## src/rtl/mem_arb_pkg.sv

```systemverilog
// Shared types and constants for the two-master video memory arbiter.
package mem_arb_pkg;

  typedef enum logic [1:0] {
    ARB_IDLE = 2'd0,
    ARB_BUSY = 2'd1,
    ARB_DONE = 2'd2
  } arb_state_e;

  localparam logic P_VGA  = 1'b0;
  localparam logic P_HOST = 1'b1;

  localparam logic [15:0] TIMEOUT_DATA = 16'hDEAD;

endpackage

```

## src/rtl/mem_arb_watchdog.sv

```systemverilog
// BUSY-cycle counter for the arbiter; flags expiry after TIMEOUT_CYCLES cycles
// without a memory acknowledge. Used only in MEM_ARB_TIMEOUT_EN builds.
module mem_arb_watchdog #(
  parameter int unsigned TIMEOUT_CYCLES = 15
) (
  input  logic i_clk,
  input  logic i_reset_n,
  input  logic i_busy,
  output logic expired_c
);

  localparam int unsigned CW = $clog2(TIMEOUT_CYCLES + 1);

  logic [CW-1:0] count_q;

  always_ff @(posedge i_clk or negedge i_reset_n) begin
    if (!i_reset_n) begin
      count_q <= '0;
    end else if (!i_busy) begin
      count_q <= '0;
    end else if (!expired_c) begin
      count_q <= count_q + CW'(1);
    end
  end

  assign expired_c = i_busy && (count_q == CW'(TIMEOUT_CYCLES - 1));

endmodule

```

## src/rtl/mem_arbiter.sv

```systemverilog
// Fixed-priority arbiter sharing the single-port video/text memory between the
// VGA fetch engine (port 0) and the host path (port 1). Optional memory-ack
// timeout is enabled by defining MEM_ARB_TIMEOUT_EN.
module mem_arbiter
  import mem_arb_pkg::*;
#(
  parameter int unsigned AW             = 13,
  parameter int unsigned DW             = 16,
  parameter int unsigned TIMEOUT_CYCLES = 15
) (
  input  logic          i_clk,
  input  logic          i_reset_n,
  input  logic [AW-1:0] i_p0_addr,
  input  logic          i_p0_cs,
  output logic [DW-1:0] o_p0_dat,
  output logic          o_p0_ack,
  input  logic [AW-1:0] i_p1_addr,
  input  logic [DW-1:0] i_p1_dat,
  input  logic          i_p1_we,
  input  logic          i_p1_cs,
  output logic [DW-1:0] o_p1_dat,
  output logic          o_p1_ack,
  output logic [AW-1:0] o_mem_addr,
  output logic [DW-1:0] o_mem_dat,
  output logic          o_mem_we,
  output logic          o_mem_cs,
  input  logic [DW-1:0] i_mem_dat,
  input  logic          i_mem_ack,
  output logic          o_p1_err
);

  arb_state_e    state_q, state_d;
  logic          grant_q, grant_d;
  logic [AW-1:0] mem_addr_d;
  logic [DW-1:0] mem_dat_d, p0_dat_d, p1_dat_d, fill_dat;
  logic          mem_we_d, mem_cs_d, p0_ack_d, p1_ack_d, p1_err_d;
  logic          timeout_c;

`ifdef MEM_ARB_TIMEOUT_EN
  mem_arb_watchdog #(
    .TIMEOUT_CYCLES(TIMEOUT_CYCLES)
  ) u_watchdog (
    .i_clk    (i_clk),
    .i_reset_n(i_reset_n),
    .i_busy   (state_q == ARB_BUSY),
    .expired_c(timeout_c)
  );
`else
  // Without the watchdog the timeout depth has no effect.
  logic [31:0] unused_timeout;
  assign unused_timeout = 32'(TIMEOUT_CYCLES);
  assign timeout_c      = 1'b0;
`endif

  // Next-state and next-output decode; every output is registered below.
  always_comb begin
    state_d    = state_q;
    grant_d    = grant_q;
    mem_addr_d = o_mem_addr;
    mem_dat_d  = o_mem_dat;
    mem_we_d   = o_mem_we;
    mem_cs_d   = o_mem_cs;
    p0_dat_d   = o_p0_dat;
    p1_dat_d   = o_p1_dat;
    p0_ack_d   = 1'b0;
    p1_ack_d   = 1'b0;
    p1_err_d   = 1'b0;
    fill_dat   = i_mem_ack ? i_mem_dat : DW'(TIMEOUT_DATA);

    case (state_q)
      ARB_IDLE: begin
        if (i_p0_cs) begin
          grant_d    = P_VGA;
          mem_addr_d = i_p0_addr;
          mem_dat_d  = '0;
          mem_we_d   = 1'b0;
          mem_cs_d   = 1'b1;
          state_d    = ARB_BUSY;
        end else if (i_p1_cs) begin
          grant_d    = P_HOST;
          mem_addr_d = i_p1_addr;
          mem_dat_d  = i_p1_dat;
          mem_we_d   = i_p1_we;
          mem_cs_d   = 1'b1;
          state_d    = ARB_BUSY;
        end
      end
      ARB_BUSY: begin
        // A real ack takes precedence over an expiry landing on the same edge.
        if (i_mem_ack || timeout_c) begin
          mem_cs_d = 1'b0;
          mem_we_d = 1'b0;
          if (grant_q == P_HOST) begin
            p1_dat_d = fill_dat;
            p1_ack_d = 1'b1;
            p1_err_d = !i_mem_ack;
          end else begin
            p0_dat_d = fill_dat;
            p0_ack_d = 1'b1;
          end
          state_d = ARB_DONE;
        end
      end
      ARB_DONE: state_d = ARB_IDLE;
      default:  state_d = ARB_IDLE;
    endcase
  end

  always_ff @(posedge i_clk or negedge i_reset_n) begin
    if (!i_reset_n) begin
      state_q    <= ARB_IDLE;
      grant_q    <= P_VGA;
      o_mem_addr <= '0;
      o_mem_dat  <= '0;
      o_mem_we   <= 1'b0;
      o_mem_cs   <= 1'b0;
      o_p0_dat   <= '0;
      o_p1_dat   <= '0;
      o_p0_ack   <= 1'b0;
      o_p1_ack   <= 1'b0;
      o_p1_err   <= 1'b0;
    end else begin
      state_q    <= state_d;
      grant_q    <= grant_d;
      o_mem_addr <= mem_addr_d;
      o_mem_dat  <= mem_dat_d;
      o_mem_we   <= mem_we_d;
      o_mem_cs   <= mem_cs_d;
      o_p0_dat   <= p0_dat_d;
      o_p1_dat   <= p1_dat_d;
      o_p0_ack   <= p0_ack_d;
      o_p1_ack   <= p1_ack_d;
      o_p1_err   <= p1_err_d;
    end
  end

endmodule

```

## config.mk

```make
export PLATFORM = sky130hd
export DESIGN_NAME = mem_arbiter
export DESIGN_NICKNAME = d
export VERILOG_FILES = /design/src/rtl/mem_arb_pkg.sv /design/src/rtl/mem_arb_watchdog.sv /design/src/rtl/mem_arbiter.sv
export SDC_FILE = /design/constraint.sdc
export NUM_CORES = 1
export LEC_CHECK = 0
export CORE_UTILIZATION = 35
export CTS_CLUSTER_DIAMETER = 30
export DETAILED_ROUTE_END_ITERATION = 12
export PLACE_DENSITY = 0.69
export SYNTH_ARGS = -nofsm -noshare
export SYNTH_HDL_FRONTEND = slang
export SYNTH_SLANG_ARGS = --single-unit
```

## constraint.sdc

```tcl
create_clock -name i_clk -period 1.6 [get_ports i_clk]
set_input_delay 0.16 -clock i_clk [delete_from_list [all_inputs] [get_ports i_clk]]
set_output_delay 0.16 -clock i_clk [all_outputs]
set_load 0.02 [all_outputs]
```

==> flow_summary.yaml <==
placement:
  gp_congestion: 0.654
  dp_hpwl_um: 4510
  placed_area_um2: 4340
  portBuffers: 129
setup_path:
  reg2reg_depth: 4
  path_max_fanout: 2
  critical_path_class: "register to primary output"
  crit_family: "buffers and inverters"
  cpMaxStageDelayCell: "clkdlybuf4s50_1"
  cp.arrival_ns: 1.32
  crit_path_start: "o_mem_dat[8]"
  startpoint_type: "register"
  crit_chain: "clkdlybuf4s50_1"
  max_stage_delay_ns: 0.63
  crit_path_end_kind: "primary output"
  crit_cells: 1
  worstPathRequired_ns: 1.44
  worstReg2RegStart: "state_q[1]"
  critPathBufInv: 1
final_layout:
  final_cell_area_um2: 4540
  multi_input_area_um2: 1080
  antennaDiodeCount: 0
  drive_gt1_share_pct: 32.0
  nNetsFinal: 390
  seq_area_um2: 1730
  fillers: 685
  syn_to_final_growth_pct: 57.6
clocking:
  insertion_delay_ns: 0.33
  postCtsSetupBuffers: 0
  cts.clk_slew.worst_paths_ns: 0.08
  postCtsHoldBufs: 1
  clock-sinks: 69
  cts_buffer_depth: 2
  cts-root-buf: "clkbuf_8"
  cts_tree: "done"
  ctsResizeCount: 0
  numCtsBuffers: 9
  htree_levels: 3
pwr:
  comb_power_share_pct: 50.2
  p_per_area_nw_per_um2: 1960
  swShare_pct: 34.5
  p_leak_nw: 1.95
  power.switching_mw: 3.07
  pwr-share-seq_pct: 34.4
  ir_worst_vdd_mv: 1.01
  internal_power_mw: 5.82
  clockPowerShare_pct: 15.4
synthesis:
  synth-compound-area-share_pct: 0.261
  synthMostInstantiatedCell: "dfrtp_1"
  synth-simple-area-share_pct: 6.47
  synth_seq_cells: 69
  yosys.area.top_type: "dfrtp_1"
  ys_seq_area_share_pct: 59.9
  syn_nets: 247
  synth_mux_area_share_pct: 30.8
  synth-edff-count: 0
  syn_inst: 183
  synthXorXnorAreaFrac_pct: 0
  async_flop_share_pct: 100
  synthDistinctLibCells: 22
  synth_common_cells: "69 x dfrtp_1, 65 x mux2_2, 16 x nor2b_1"
  netlist_area_um2: 2880
  avgSynthCellArea_um2: 15.7
  synth.top_cell.area_share_pct: 59.9
  ys_warn_count: 0
  synthFlopType: "dfrtp_1"
  synthTopCellsByArea: "dfrtp_1 60%, mux2_2 25%, mux2_4 4.7%"
  synthAdderAreaFrac_pct: 0
  synth_top_family_by_area: "multiplexers"
global_route:
  grt_usage_pct: 14.8
  overflow: 0
  grt_max_degree: 70
  use_met3_pct: 5.75
  grt_pass1_vias: 2047
  antenna_found_initial: 0
  met1_usage_pct: 17.4
  grt_pass1_wl_um: 9760
  grt_util_met2_pct: 24.6
  grt-busiest-layer: "met2"
job:
  cap_violations: 0
die:
  die_w_um: 92.7
  dieHeight_um: 92.7
  start_util_pct: 36.7
  coreArea_um2: 7850
  rows: 32
  io_pins: 130
  design.die.area_um2: 8600
route:
  wirelength_um: 6310
  vias_per_cell: 4.56
  route.vias.total: 1974
  wl_per_cell_um: 14.6
  firstDrtPassIters: 4
  final_antenna_net_count: 0
  post-route-drc-count: 0
  drtIter0Drc: 36
sta:
  rsz0062_at_grt: "no"
  finalHoldViolCount: 0
  finalMaxSlewViolations: 0
  post-route-min-period_ns: 1.48
  fin_skew_ns: 0.00968
  finalCritPeriodShare_pct: 92.4
  fmax_ghz: 0.677
  final-setup-viol-count: 0
  fin_tns_setup_ns: 0
status:
  status: "complete, no violations"
worst_hold_path:
  hp-class: "input port to async pin"
[worst paths after layout]
path                                     end  slack [ns]
max in group asynchronous       o_p1_dat[12]        0.91
worst max register to register   o_p1_dat[4]        0.18
min in group i_clk                  o_mem_we        0.42
worst min-delay path            o_mem_dat[3]        0.40
worst max-delay path            o_mem_dat[8]        0.12
worst min register to register      o_mem_cs        0.48
[metal layers]
metal / vias to the layer above / part of all wire [%]
met4: 0 / 1.2
met5: - / 0
met3: 9 / 9.0
li1: 915 / -
met2: 81 / 48
met1: 969 / 42
[power groups by stage]
stage	clock (mW)	sequential (mW)	combinational (mW)
after CTS	1.42	3.07	4.53
after global placement	0	3.07	4.45
after detailed placement	0	3.09	4.51
final	1.37	3.06	4.46
after global routing	1.47	3.17	4.69
after floorplan	0	4.07	1.38
[per-stage QoR]
step                util, %  setup slack, ns  hold slack, ns  std cells  total power, mW
floorplan                 -            0.217          -0.136        183             5.45
global placement       55.3          -0.0312           0.214        416             7.51
detailed placement     55.3          -0.0563           0.217        416             7.61
CTS                    57.8           0.0961           0.399        433             9.02
global route           57.8           0.0565           0.406        433             9.33
finish                 57.8            0.122           0.396        433             8.89
[cell type report]
cell class              instances  share of cell area, %
multi-input cells             103                   23.9
well taps                     102                   2.81
flip-flops and latches         69                   38.0
repair buffers                140                   30.8
clock buffers                  10                   2.81
clock inverters                 6                   1.41
inverters                       3                  0.248
[state kept, by name, indices dropped and copies added (netlist names)]
signal      count
grant_q         1
o_mem_addr     13
o_mem_cs        1
o_mem_dat      16
o_mem_we        1
o_p0_ack        1
o_p0_dat       16
o_p1_ack        1
o_p1_dat       16
o_p1_err        1
state_q         2
[logic make-up after synthesis]
group | count (synthesis)
multiplexers | 76
flip-flops | 69
AND/OR/NAND/NOR | 25
buffers and inverters | 11
AO/OA/AOI/OAI | 1
other | 1
[placed cells by master (no fill, tap or decap)]
cell type | Yosys | final
inv_1 | 2 | 2
clkdlybuf4s50_1 | 0 | 128
buf_12 | 0 | 2
mux2_4 | 9 | 9
nand3b_4 | 1 | 1
nand2_1 | 1 | 1
clkinv_2 | 0 | 2
buf_4 | 3 | 8
nand2_4 | 1 | 1
nor2b_1 | 16 | 16
clkbuf_1 | 2 | 1
mux2i_1 | 2 | 2
a21o_1 | 1 | 1
inv_2 | 1 | 1
clkinv_4 | 0 | 1
or2_2 | 1 | 1
dlygate4sd3_1 | 0 | 1
mux2_2 | 65 | 65
nand2b_1 | 1 | 1
dfrtp_1 | 69 | 69
bufinv_16 | 0 | 1
nor2_4 | 1 | 1
buf_2 | 1 | 1
nor3_4 | 1 | 1
clkinvlp_4 | 0 | 2
nor3b_1 | 1 | 1
nor2_1 | 1 | 1
conb_1 | 1 | 1
clkbuf_8 | 0 | 9
No activity file was read; power rests on OpenSTA's default activity.
